===== src/rtl/insumo_magazine.sv =====
// Consumable magazine: CH independent level counters, each with a NORMAL/REQ/HOLD refill FSM.
// Optional per-channel consumed-unit statistics are enabled by defining MAGAZINE_STATS_EN.
module insumo_magazine #(
    parameter int CH          = 2,
    parameter int W           = 5,
    parameter int MAX_LVL     = 31,
    parameter int INIT_LVL    = 16,
    parameter int MIN_LVL     = 5,
    parameter int REFILL_QTY  = 15,
    parameter int TIMEOUT_CYC = 1000
) (
    input  logic            clk,
    input  logic            reset,
    input  logic            start_proc,
    input  logic [CH-1:0]   dec,
    input  logic [CH-1:0]   add_manual,
    input  logic [CH-1:0]   refill_ack,
    output logic [CH*W-1:0] level,
    output logic [CH-1:0]   avail,
    output logic [CH-1:0]   refill_req,
    output logic [CH-1:0]   underflow,
    output logic [CH-1:0]   fault,
    output logic [CH*16-1:0] used_total
);

    typedef enum logic [1:0] {ST_NORMAL, ST_REQ, ST_HOLD} state_t;

    // Sum is formed two bits wider than a level so it can go negative or past MAX_LVL before clamping.
    localparam int                     NW        = W + 2;
    localparam logic signed [NW-1:0]   QTY_S     = NW'(REFILL_QTY);
    localparam logic signed [NW-1:0]   ONE_S     = NW'(1);
    localparam logic signed [NW-1:0]   MAX_S     = NW'(MAX_LVL);
    localparam logic        [15:0]     TIMEOUT_V = 16'(TIMEOUT_CYC);

    for (genvar i = 0; i < CH; i++) begin : g_ch
        state_t                state_q, state_d;
        logic [W-1:0]          level_q, level_d;
        logic                  refill_req_q, refill_req_d;
        logic [15:0]           timer_q, timer_d;
        logic                  underflow_q, underflow_d;
        logic                  fault_q, fault_d;
        logic                  ack_eff;
        logic signed [NW-1:0]  net;

        always_comb begin
            // NOTE: every output of this block gets a default first, so no path can infer a latch.
            state_d      = state_q;
            level_d      = level_q;
            refill_req_d = refill_req_q;
            timer_d      = timer_q;
            underflow_d  = underflow_q;
            fault_d      = fault_q;

            ack_eff = refill_ack[i] && (state_q == ST_REQ);
            net     = $signed({2'b00, level_q});
            if (ack_eff)       net = net + QTY_S;
            if (add_manual[i]) net = net + ONE_S;
            if (dec[i])        net = net - ONE_S;

            if (net[NW-1])       level_d = '0;
            else if (net > MAX_S) level_d = W'(MAX_LVL);
            else                  level_d = net[W-1:0];

            if (dec[i] && !add_manual[i] && !ack_eff && level_q == '0)
                underflow_d = 1'b1;

            case (state_q)
                ST_NORMAL: begin
                    if (level_q <= W'(MIN_LVL)) begin
                        state_d      = ST_REQ;
                        refill_req_d = 1'b1;
                        timer_d      = '0;
                    end
                end
                ST_REQ: begin
                    if (ack_eff) begin
                        state_d      = ST_HOLD;
                        refill_req_d = 1'b0;
                        timer_d      = '0;
                    end else if (timer_q != TIMEOUT_V) begin
                        timer_d = timer_q + 16'd1;
                        if (timer_q == TIMEOUT_V - 16'd1) fault_d = 1'b1;
                    end
                end
                ST_HOLD:  state_d = ST_NORMAL;
                default:  state_d = ST_NORMAL;
            endcase

            // Reload wins over everything else in the same cycle; sticky flags are kept.
            if (start_proc) begin
                state_d      = ST_NORMAL;
                level_d      = W'(INIT_LVL);
                refill_req_d = 1'b0;
                timer_d      = '0;
                underflow_d  = underflow_q;
                fault_d      = fault_q;
            end
        end

        // NOTE: state registers use non-blocking assignments so all flops update from pre-edge values.
        always_ff @(posedge clk or posedge reset) begin
            if (reset) begin
                state_q      <= ST_NORMAL;
                level_q      <= W'(INIT_LVL);
                refill_req_q <= 1'b0;
                timer_q      <= '0;
                underflow_q  <= 1'b0;
                fault_q      <= 1'b0;
            end else begin
                state_q      <= state_d;
                level_q      <= level_d;
                refill_req_q <= refill_req_d;
                timer_q      <= timer_d;
                underflow_q  <= underflow_d;
                fault_q      <= fault_d;
            end
        end

        assign level[i*W +: W] = level_q;
        assign avail[i]        = (level_q != '0);
        assign refill_req[i]   = refill_req_q;
        assign underflow[i]    = underflow_q;
        assign fault[i]        = fault_q;

`ifdef MAGAZINE_STATS_EN
        logic [15:0] used_q, used_d;

        always_comb begin
            used_d = used_q;
            if (!start_proc && dec[i] && level_q != '0 && used_q != 16'hFFFF)
                used_d = used_q + 16'd1;
        end

        always_ff @(posedge clk or posedge reset) begin
            if (reset) used_q <= '0;
            else       used_q <= used_d;
        end

        assign used_total[i*16 +: 16] = used_q;
`else
        assign used_total[i*16 +: 16] = 16'd0;
`endif
    end

endmodule


===== config.mk =====
export PLATFORM = sky130hd
export DESIGN_NAME = insumo_magazine
export DESIGN_NICKNAME = d
export VERILOG_FILES = /design/src/rtl/insumo_magazine.sv
export SDC_FILE = /design/constraint.sdc
export NUM_CORES = 1
export LEC_CHECK = 0
export CAP_MARGIN = 20
export CORE_MARGIN = 2
export CORE_UTILIZATION = 49
export CTS_CLUSTER_SIZE = 14
export DETAILED_ROUTE_END_ITERATION = 16
export PLACE_DENSITY = 0.73
export SLEW_MARGIN = 10
export SYNTH_ARGS = -nofsm -noshare
export SYNTH_HDL_FRONTEND = slang
export SYNTH_SLANG_ARGS = --single-unit

===== constraint.sdc =====
create_clock -name clk -period 2.7 [get_ports clk]
set_input_delay 0.27 -clock clk [delete_from_list [all_inputs] [get_ports clk]]
set_output_delay 0.27 -clock clk [all_outputs]
set_load 0.01 [all_outputs]

==> results.py, run 1 <==
metrics = {
    "outcome": {
        "outcome": "finished clean",
    },
    "sta": {
        "maxSlewHeadroom_pct": 65.1,
        "final_period_minus_worst_setup_slack_ns": 2.63,
        "setup_repair_after_global_routing_missed_its_margin": "true",
        "finClkSkew_ns": 0.0117,
        "slew_viol_final": 0,
        "measured_slew_at_the_worst_slew_check_pin_ns": 0.523,
        "hold_violation_count_in_the_final_report": 0,
        "timing.final.ws_setup_ns": 0.0687,
        "finalCritPeriodShare_pct": 97.5,
        "setup_viol": 0,
        "finalHoldWorstSlack_ns": 0.317,
        "clock.fmax_mhz": 380,
    },
    "synth": {
        "postSynth.asyncResetShare_pct": 100,
        "syn_area_per_cell_um2": 8.87,
        "ys_top_cells_by_count": "sky130_fd_sc_hd__dfrtp_1 (50), sky130_fd_sc_hd__nor2_1 (47), sky130_fd_sc_hd__buf_4 (39), sky130_fd_sc_hd__nand2_1 (35), sky130_fd_sc_hd__xor2_1 (25)",
        "yosys_warnings": 0,
        "synth_flop_cell": "sky130_fd_sc_hd__dfrtp_1",
        "yosysUniqueCellTypes": 77,
        "synth.top_cells.by_area": "sky130_fd_sc_hd__dfrtp_1 (31%), sky130_fd_sc_hd__buf_4 (7.3%), sky130_fd_sc_hd__xor2_1 (5.5%), sky130_fd_sc_hd__nor2_1 (4.4%), sky130_fd_sc_hd__ha_1 (4.4%)",
        "netlist_area_before_placement_mm2": 0.00400,
        "top_area_cell_type_share_of_the_netlist_area_pct": 31.3,
        "seq_area_frac_synth_pct": 32.6,
        "synth_enable_flop_cells": 0,
        "yosys.cell_count.top_type": "sky130_fd_sc_hd__dfrtp_1",
        "synthesized_instance_count": 451,
        "synthDominantAreaCellType": "sky130_fd_sc_hd__dfrtp_1",
        "ys_ff_latch": 52,
    },
    "route": {
        "detail_route.vias_per_cell": 5.46,
        "route.vias.total": 3275,
        "dr.first_iter.drc_count": 139,
        "detail_route.wl_per_cell_um": 14.4,
        "detail_route.wirelength_mm": 8.62,
        "remaining_drc_errors": 0,
        "drt_pre_antenna_iters": 4,
        "antenna_violating_nets_remaining": 0,
    },
    "job": {
        "maxCapViolCount": 0,
    },
    "place": {
        "portBuffers": 26,
        "placer_congestion_estimate": 0.860,
        "dpl_worst_slack_ns": -0.134,
        "dp.final_hpwl_mm": 6.46,
        "place_inst": 590,
    },
    "clock_tree": {
        "cts.htree.levels": 2,
        "tritoncts_clock_tree": "done",
        "worst_setup_hold_path_clk_slew_ns": 0.10,
        "cts_made_buffers": 5,
        "clock_insertion_delay_worst_skew_ns": 0.31,
        "clock-root-buffer": "sky130_fd_sc_hd__clkbuf_8",
        "post_cts_hold_buffer_count": 0,
        "clock_path_buffers": 2,
        "cts_num_sinks": 52,
    },
    "power": {
        "total_leakage_power_nw": 2.01,
        "vdd_ir_drop_max_uv": 357,
        "power_per_cell_area_mw_per_mm2": 667,
    },
    "die": {
        "die_height_um": 94.3,
        "die_w_um": 94.3,
        "floorplan.core_area_mm2": 0.00781,
        "die_footprint_mm2": 0.00890,
        "floorplan.initialDensity_pct": 51.2,
        "io_pins": 59,
        "std_cell_rows": 32,
    },
    "final_layout": {
        "multi_input_area_mm2": 0.00241,
        "final_cells": 600,
        "layout-drive-gt1-share_pct": 17.1,
        "ff_latch_area_mm2": 0.00131,
        "flow.area_growth_from_synthesis_pct": 13.4,
        "filler_cell_count": 704,
        "antenna_cells": 0,
        "num-nets-final": 520,
        "post-route-util_pct": 58.1,
    },
    "global_route": {
        "grt_first_pass_wirelength_mm": 15.1,
        "grt.total_usage_pct": 21.0,
        "overflow": 0,
        "grt_start_max_net_pins": 30,
        "first_global_vias": 3282,
        "grt_antenna_before_repair": 0,
    },
    "hold_path": {
        "holdCritPathClass": "in2async",
    },
    "critical_path": {
        "timing.critical_path.slowest_cell_delay_ns": 0.42,
        "cpMaxStageDelayCell": "sky130_fd_sc_hd__xor2_1",
        "critPathMaxFanout": 4,
        "crit_chain": "inv_1, ha_1, nand4b_1, xor2_1, nor4b_2, o311a_1, buf_4, a311oi_2, a21oi_1",
        "critical_path_source_type": "flop",
        "crit_arrival_ns": 2.81,
        "timing.critical_path.to_type": "flop",
        "critPathRequiredTime_ns": 2.88,
        "path_class": "reg2reg",
    },
}
[registers in the layout, summed over array words and instances, names as in the netlist]
register	cells
g_ch.refill_req_q	2
g_ch.level_q	10
g_ch.state_q	4
g_ch.underflow_q	2
g_ch.fault_q	2
g_ch.timer_q	32
[metrics by stage]
stage | area [um^2] | power [mW] | setup TNS, ns
4_1_cts | 4480 | 3.00 | 0
2_1_floorplan | 4120 | 2.06 | 0
3_3_place_gp | 4390 | 2.48 | -0.0172
5_1_grt | 4530 | 3.27 | -0.188
3_5_place_dp | 4390 | 2.51 | -0.542
6_report | 4530 | 3.02 | 0
[kinds of logic (layout without fill, tap and decap cells)]
family                   Yosys count  after routing  share of synthesized area, %
adder cells (fa/ha/maj)           14             14                          4.38
other                              1             32                        0.0938
AND/OR/NAND/NOR                  176            176                          23.9
buffers and inverters             72             88                          10.9
flip-flops                        52             52                          32.6
AO/OA/AOI/OAI                     80             80                          15.1
XOR/XNOR                          45             45                          10.2
multiplexers                      11             11                          2.88
[final cells by class]
| cell class | instances | share of cell area, % |
|---|---|---|
| clock buffer | 5 | 1.52 |
| clock inverter | 3 | 0.497 |
| inverter | 22 | 1.82 |
| multi-input combinational | 358 | 53.2 |
| sequential | 52 | 28.8 |
| tap | 102 | 2.82 |
| timing repair buffer | 58 | 11.3 |
[per-layer routing]
metal,wire (um),vias to the layer above,GRT usage [%]
met2,4200,78,35.5
met5,0,-,0
met4,104,0,6.28
li1,-,1603,-
met3,285,8,2.95
met1,4040,1586,28.1
[critical path: cells and delay by family (launching register included)]
kind                       cells  cell delay, ns
AOI/OAI and AO/OA              3            0.85
xor gates and xnor gates       1            0.42
DFF                            1            0.40
and+or+nand+nor                2            0.30
buffers and inverters          2            0.29
adders and majority gates      1            0.24
[power by group]
group          internal [mW]  leakage [nW]  switching [mW]
Combinational          0.743          1.27           0.840
Sequential             0.865         0.690           0.110
Clock                  0.186        0.0485           0.277
[worst paths after layout]
path,from,cells past startpoint,slack [ns],endpoint
worst max-delay path,g_ch[0].level_q[0],9,0.07,g_ch[0].level_q[1]
worst min register to register,g_ch[1].underflow_q,1,0.47,g_ch[1].underflow_q
worst max register to register,g_ch[0].level_q[0],9,0.07,g_ch[0].level_q[1]
worst min-delay path,reset,2,0.32,g_ch[1].timer_q[9]
max in group asynchronous,reset,3,1.76,g_ch[1].level_q[4]
min in group clk,g_ch[1].underflow_q,1,0.47,g_ch[1].underflow_q
[cell usage in the layout (no fill, tap or decap), types with 3 or more instances in the layout]
cell	synthesis	routed
sky130_fd_sc_hd__a21o_1	3	3
sky130_fd_sc_hd__nor3_1	8	8
sky130_fd_sc_hd__a21oi_1	21	21
sky130_fd_sc_hd__nor2_1	47	47
sky130_fd_sc_hd__xnor2_2	2	3
sky130_fd_sc_hd__inv_1	22	20
sky130_fd_sc_hd__and2_1	6	6
sky130_fd_sc_hd__mux2i_1	7	6
sky130_fd_sc_hd__and3_1	5	5
sky130_fd_sc_hd__clkdlybuf4s50_1	0	26
sky130_fd_sc_hd__dfrtp_2	0	3
sky130_fd_sc_hd__nand2b_1	4	4
sky130_fd_sc_hd__o41ai_1	6	6
sky130_fd_sc_hd__or2_2	4	4
sky130_fd_sc_hd__buf_4	39	31
sky130_fd_sc_hd__o21a_1	3	3
sky130_fd_sc_hd__a31oi_1	4	4
sky130_fd_sc_hd__ha_1	14	14
sky130_fd_sc_hd__o21ai_0	15	15
sky130_fd_sc_hd__mux2_2	4	4
sky130_fd_sc_hd__conb_1	1	32
sky130_fd_sc_hd__clkbuf_8	0	5
sky130_fd_sc_hd__dfrtp_1	50	47
sky130_fd_sc_hd__nand3_1	14	14
sky130_fd_sc_hd__nor4_1	5	4
sky130_fd_sc_hd__xnor2_1	18	17
sky130_fd_sc_hd__or3_1	8	8
sky130_fd_sc_hd__nand2_1	35	35
sky130_fd_sc_hd__nand4_1	11	11
sky130_fd_sc_hd__xor2_1	25	25
[repair_timing]
action / CTS / global route
setup endpoints to repair: 0 / 10
resized for setup: 0 / 11
setup buffers: 0 / 2
Note: power is estimated with default switching activity, not from simulation.
==> inputs of run 2 (changes only) <==
--- a/config.mk
+++ b/config.mk
@@ -7,10 +7,10 @@
 export LEC_CHECK = 0
 export CAP_MARGIN = 20
 export CORE_MARGIN = 2
-export CORE_UTILIZATION = 49
+export CORE_UTILIZATION = 55
 export CTS_CLUSTER_SIZE = 14
 export DETAILED_ROUTE_END_ITERATION = 16
-export PLACE_DENSITY = 0.73
+export PLACE_DENSITY = 0.81
 export SLEW_MARGIN = 10
 export SYNTH_ARGS = -nofsm -noshare
 export SYNTH_HDL_FRONTEND = slang
==> run 2 against run 1 <==
Net effect:
- clock skew is 0.0018 ns lower
- total power is 5.3% higher
- final cell count is 1.3% lower
- flip-flop and latch count stayed put
- combinational power hardly changed
- wire length is 1.4% lower
- clock power is 24% higher
- critical path depth stayed put
- register-to-register slack better by 0.07 ns
- utilization is 5.5 points higher
- global-route usage is 1.2 points higher
- sequential share of layout area hardly changed
==> results.py, run 2 (synthesized netlist as in run 1, its figures left out) <==
metrics = {
    "power": {
        "power.internal_mw": 1.93,
        "power_per_cell_area_mw_per_mm2": 702,
        "p_clk_share_pct": 18.1,
        "power.share.switching_pct": 39.4,
        "comb_power_share_pct": 50.7,
        "vdd_ir_drop_max_uv": 433,
        "post-layout-total-power_mw": 3.18,
        "total_leakage_power_nw": 1.99,
        "share_seq_of_total_power_pct": 31.2,
        "p_sw_mw": 1.26,
    },
    "critical_path": {
        "timing.rr.end": "g_ch[0].level_q[2]",
        "path_class": "reg2reg",
        "critPathRequiredTime_ns": 2.89,
        "timing.reg2reg.worst_path_depth": 9,
        "critical-path-top-delay-family": "compound AO/OA/AOI/OAI gates",
        "timing.critical_path.to_type": "flop",
        "crit_chain": "inv_1, ha_1, nand4b_1, xor2_1, nor4b_2, o311a_1, buf_4, a311oi_2, a21oi_1",
        "critPathMaxFanout": 6,
        "regToRegStartpoint": "g_ch[0].level_q[1]",
        "regToRegSetupSlack_ns": 0.13,
        "timing.critical_path.slowest_cell_delay_ns": 0.45,
        "critical_path_source_type": "flop",
        "cpMaxStageDelayCell": "sky130_fd_sc_hd__dfrtp_2",
        "crit_arrival_ns": 2.76,
        "bufs_and_invs_on_worst_path": 2,
    },
    "route": {
        "route.vias.total": 3289,
        "remaining_drc_errors": 0,
        "detail_route.wirelength_mm": 8.50,
        "detail_route.vias_per_cell": 5.56,
        "detail_route.wl_per_cell_um": 14.4,
        "drt_pre_antenna_iters": 4,
        "dr.first_iter.drc_count": 187,
        "antenna_violating_nets_remaining": 0,
    },
    "job": {
        "maxCapViolCount": 0,
    },
    "final_layout": {
        "final_cells": 592,
        "most_frequent_standard_cell_in_the_layout_excluding_fill_and_tap_cells": "sky130_fd_sc_hd__dfrtp_1",
        "layout_common_cells": "sky130_fd_sc_hd__dfrtp_1 (48), sky130_fd_sc_hd__nor2_1 (47), sky130_fd_sc_hd__nand2_1 (35)",
        "max_reg_flops": 32,
        "largest_register": "g_ch.timer_q",
        "largest_registers": "g_ch.timer_q (32), g_ch.level_q (10), g_ch.state_q (4)",
        "flow.area_growth_from_synthesis_pct": 13.4,
        "antenna_cells": 0,
        "num-nets-final": 515,
        "layout-drive-gt1-share_pct": 16.6,
    },
    "outcome": {
        "outcome": "finished clean",
    },
    "die": {
        "die_w_um": 89.3,
        "die_height_um": 89.3,
        "floorplan.core_area_mm2": 0.00714,
        "die_footprint_mm2": 0.00797,
        "std_cell_rows": 31,
        "floorplan.initialDensity_pct": 56.0,
        "io_pins": 59,
    },
    "clock_tree": {
        "cts_num_sinks": 52,
        "cts_resized": 0,
        "cts.htree.levels": 2,
        "worst_setup_hold_path_clk_slew_ns": 0.10,
        "clock_path_buffers": 2,
        "cts.repair_timing.setup_buffer_count": 0,
        "post_cts_hold_buffer_count": 0,
        "clock_insertion_delay_worst_skew_ns": 0.31,
        "tritoncts_clock_tree": "done",
        "clock-root-buffer": "sky130_fd_sc_hd__clkbuf_8",
        "cts_made_buffers": 5,
    },
    "sta": {
        "setup_repair_after_global_routing_missed_its_margin": "true",
        "final_period_minus_worst_setup_slack_ns": 2.57,
        "finClkSkew_ns": 0.00984,
        "finalCritPeriodShare_pct": 95.0,
        "clock.fmax_mhz": 390,
        "slew_viol_final": 0,
        "hold_violation_count_in_the_final_report": 0,
        "setup_viol": 0,
    },
    "global_route": {
        "first_global_vias": 3094,
        "grt_start_max_net_pins": 21,
        "overflow": 0,
        "grt.total_usage_pct": 22.2,
        "grt_first_pass_wirelength_mm": 14.1,
        "grt_antenna_before_repair": 0,
    },
    "place": {
        "portBuffers": 26,
        "place_inst": 584,
        "placer_congestion_estimate": 0.868,
        "dp.final_hpwl_mm": 6.29,
    },
    "hold_path": {
        "holdCritPathClass": "in2async",
    },
}
run 2: worst max-delay path by stage:
stage	start	endpoint	slack (ns)	depth (start not counted)
2_1_floorplan	g_ch[1].level_q[0]	g_ch[1].level_q[2]	0.14	10
3_3_place_gp	refill_ack[1]	g_ch[1].level_q[2]	-0.01	10
3_5_place_dp	refill_ack[1]	g_ch[1].level_q[2]	-0.17	10
4_1_cts	g_ch[1].state_q[1]	g_ch[1].level_q[2]	0.02	9
5_1_grt	g_ch[0].level_q[1]	g_ch[0].level_q[1]	-0.02	9
6_report	g_ch[0].level_q[1]	g_ch[0].level_q[2]	0.13	9
run 2: final cells by class:
class | instances | area, um^2
fill | 587 | 2600
tap | 99 | 124
sequential | 52 | 1310
timing repair buffer | 53 | 463
inverter | 22 | 82.6
clock inverter | 2 | 38.8
clock buffer | 6 | 82.6
multi-input combinational | 358 | 2440
run 2: power by group through the flow:
stage	registers, mW	clock network, mW	logic [mW]
after detailed placement	1.00	0	1.50
after floorplan	0.996	0	1.06
after global placement	1.00	0	1.45
after global routing	1.01	0.610	1.78
after CTS	0.991	0.586	1.51
final	0.993	0.575	1.61
run 2: worst reg2reg max path, stage by stage (launching register included):
cell,delay [ns]
sky130_fd_sc_hd__dfrtp_2,0.45
sky130_fd_sc_hd__inv_1,0.14
sky130_fd_sc_hd__ha_1,0.24
sky130_fd_sc_hd__nand4b_1,0.18
sky130_fd_sc_hd__xor2_1,0.37
sky130_fd_sc_hd__nor4b_2,0.09
sky130_fd_sc_hd__o311a_1,0.38
sky130_fd_sc_hd__buf_4,0.15
sky130_fd_sc_hd__a311oi_2,0.33
sky130_fd_sc_hd__a21oi_1,0.12
run 2: routing by layer:
metal  vias to the layer above  part of all wire [%]  GRT usage [%]
li1                       1601                     -              -
met1                      1575                    46           30.3
met2                        95                    48           36.0
met3                        18                   4.3           3.60
met4                         0                   1.8           7.46
met5                         -                     0              0
run 2: per-stage QoR:
stage               setup WS (ns)  utilization, %  TNS [ns]  area [um^2]  hold WS (ns)
finish                      0.135            63.6         0         4540         0.209
CTS                        0.0248            62.7         0         4470         0.218
floorplan                   0.136               -         0         4120         0.410
global route              -0.0197            63.6   -0.0419         4540         0.230
detailed placement         -0.165            61.0    -0.544         4350         0.454
global placement          -0.0114            61.0   -0.0192         4350         0.449
==> inputs of run 3 (changes only) <==
--- a/config.mk
+++ b/config.mk
@@ -6,7 +6,7 @@
 export NUM_CORES = 1
 export LEC_CHECK = 0
 export CAP_MARGIN = 20
-export CORE_MARGIN = 2
+export CORE_MARGIN = 1.5
 export CORE_UTILIZATION = 55
 export CTS_CLUSTER_SIZE = 14
 export DETAILED_ROUTE_END_ITERATION = 16
==> run 3 against run 2 <==
Net effect:
- final cell count down 0.17%
- flip-flop and latch count unchanged
- first-iteration DRC count up 4.8%
- hold slack better by 0.11 ns
- die area shrank 2.2%
- global-route usage rose by 0.61 points
- critical endpoint is now g_ch[1].level_q[2]
- largest power group unchanged
==> results.py, run 3 (synthesized netlist as in run 1, its figures left out) <==
metrics = {
    "outcome": {
        "outcome": "finished clean",
    },
    "route": {
        "drt_pre_antenna_iters": 5,
        "detail_route.vias_per_cell": 5.59,
        "detail_route.wl_per_cell_um": 14.1,
        "detail_route.wirelength_mm": 8.35,
        "remaining_drc_errors": 0,
        "route.vias.total": 3303,
        "dr.first_iter.drc_count": 196,
        "antenna_violating_nets_remaining": 0,
    },
    "critical_path": {
        "crit_arrival_ns": 2.76,
        "timing.critical_path.slowest_cell_delay_ns": 0.37,
        "bufs_and_invs_on_worst_path": 1,
        "critical_path_source_type": "flop",
        "critical-path-top-delay-family": "compound AO/OA/AOI/OAI gates",
        "crit_chain": "inv_1, ha_1, mux2i_2, ha_1, nor2b_1, nor2b_2, o311ai_4, o41a_1, o2111ai_1, a21oi_1",
        "critPathMaxFanout": 8,
        "critPathRequiredTime_ns": 2.90,
        "critPathMostFrequentCell": "sky130_fd_sc_hd__ha_1",
        "cpMaxStageDelayCell": "sky130_fd_sc_hd__dfrtp_1",
        "path_class": "reg2reg",
        "timing.critical_path.to_type": "flop",
    },
    "sta": {
        "measured_slew_at_the_worst_slew_check_pin_ns": 0.565,
        "setup_viol": 0,
        "finClkSkew_ns": 0.0110,
        "finalCritPeriodShare_pct": 95.1,
        "timing.final.ws_setup_ns": 0.131,
        "clock.fmax_mhz": 389,
        "finalHoldWorstSlack_ns": 0.316,
        "maxSlewHeadroom_pct": 62.3,
        "hold_violation_count_in_the_final_report": 0,
        "setup_repair_after_global_routing_missed_its_margin": "true",
        "slew_viol_final": 0,
        "final_period_minus_worst_setup_slack_ns": 2.57,
    },
    "final_layout": {
        "num-nets-final": 517,
        "filler_cell_count": 569,
        "most_frequent_standard_cell_in_the_layout_excluding_fill_and_tap_cells": "sky130_fd_sc_hd__dfrtp_1",
        "post-route-cell-area_mm2": 0.00447,
        "layout_common_cells": "sky130_fd_sc_hd__dfrtp_1 (49), sky130_fd_sc_hd__nor2_1 (47), sky130_fd_sc_hd__nand2_1 (35)",
        "max_reg_flops": 32,
        "antenna_cells": 0,
        "largest_registers": "g_ch.timer_q (32), g_ch.level_q (10), g_ch.state_q (4)",
        "largest_register": "g_ch.timer_q",
        "flow.area_growth_from_synthesis_pct": 11.8,
        "final_cells": 591,
        "layout-drive-gt1-share_pct": 15.2,
    },
    "clock_tree": {
        "cts_made_buffers": 5,
        "cts.htree.levels": 2,
        "clock-root-buffer": "sky130_fd_sc_hd__clkbuf_8",
        "clock_path_buffers": 2,
        "cts.repair_timing.setup_buffer_count": 0,
        "clock_insertion_delay_worst_skew_ns": 0.32,
        "tritoncts_clock_tree": "done",
        "cts_num_sinks": 52,
        "post_cts_hold_buffer_count": 0,
        "worst_setup_hold_path_clk_slew_ns": 0.11,
    },
    "global_route": {
        "grt_antenna_before_repair": 0,
        "first_global_vias": 3136,
        "grt.total_usage_pct": 22.8,
        "overflow": 0,
        "grt_first_pass_wirelength_mm": 14.1,
        "grt_start_max_net_pins": 27,
    },
    "power": {
        "total_leakage_power_nw": 1.98,
        "power_per_cell_area_mw_per_mm2": 668,
        "vdd_ir_drop_max_uv": 404,
        "post-layout-total-power_mw": 2.99,
    },
    "die": {
        "die_footprint_mm2": 0.00779,
        "floorplan.core_area_mm2": 0.00691,
        "die_w_um": 88.3,
        "io_pins": 59,
        "die_height_um": 88.3,
        "std_cell_rows": 30,
        "floorplan.initialDensity_pct": 57.9,
    },
    "place": {
        "portBuffers": 26,
        "placer_congestion_estimate": 0.929,
        "placed_cell_area_mm2": 0.00436,
        "dp.final_hpwl_mm": 6.26,
        "dpl_worst_slack_ns": -0.143,
        "place_inst": 583,
    },
    "hold_path": {
        "holdCritPathClass": "in2async",
    },
    "job": {
        "maxCapViolCount": 0,
    },
}
[run 3: final timing paths]
path                       cells after the start  slack, ns                   to                start
setup / recovery                              10       0.13   g_ch[1].level_q[2]   g_ch[1].level_q[0]
hold / removal                                 2       0.32   g_ch[0].timer_q[8]                reset
setup reg to reg                              10       0.13   g_ch[1].level_q[2]   g_ch[1].level_q[0]
hold reg to reg                                1       0.47  g_ch[1].underflow_q  g_ch[1].underflow_q
max in group asynchronous                      3       1.71   g_ch[0].level_q[4]                reset
min in group clk                               1       0.47  g_ch[1].underflow_q  g_ch[1].underflow_q
[run 3: where the power goes]
| group | switching (mW) | internal [mW] | total (mW) |
|---|---|---|---|
| Clock | 0.281 | 0.190 | 0.471 |
| Sequential | 0.117 | 0.864 | 0.981 |
| Combinational | 0.824 | 0.710 | 1.53 |
[run 3: repair_timing]
item / CTS / global route
resized for setup: 0 / 4
hold endpoints to repair: 0 / 0
setup endpoints to repair: 0 / 8
[run 3: stage by stage]
stage / TNS, ns / utilization [%]
final: 0 / 64.7
after global routing: -0.0576 / 64.7
after CTS: 0 / 64.5
after detailed placement: -0.494 / 63.2
after global placement: 0 / 63.2
after floorplan: 0 / -
[run 3: final cells by class]
class / instances / area (um^2) / share of cell area [%]
clock buffers: 5 / 68.8 / 1.54
well taps: 96 / 120 / 2.69
clock inverters: 3 / 26.3 / 0.588
multi-input cells: 358 / 2390 / 53.4
inverters: 22 / 82.6 / 1.85
flip-flops and latches: 52 / 1310 / 29.2
repair buffers: 55 / 478 / 10.7
[run 3: layer usage]
layer,track usage [%],wire length [um],vias to the layer above
met3,4.20,370,6
met4,7.53,66,0
met2,38.7,4110,106
li1,-,-,1607
met5,0,0,-
met1,29.4,3800,1584
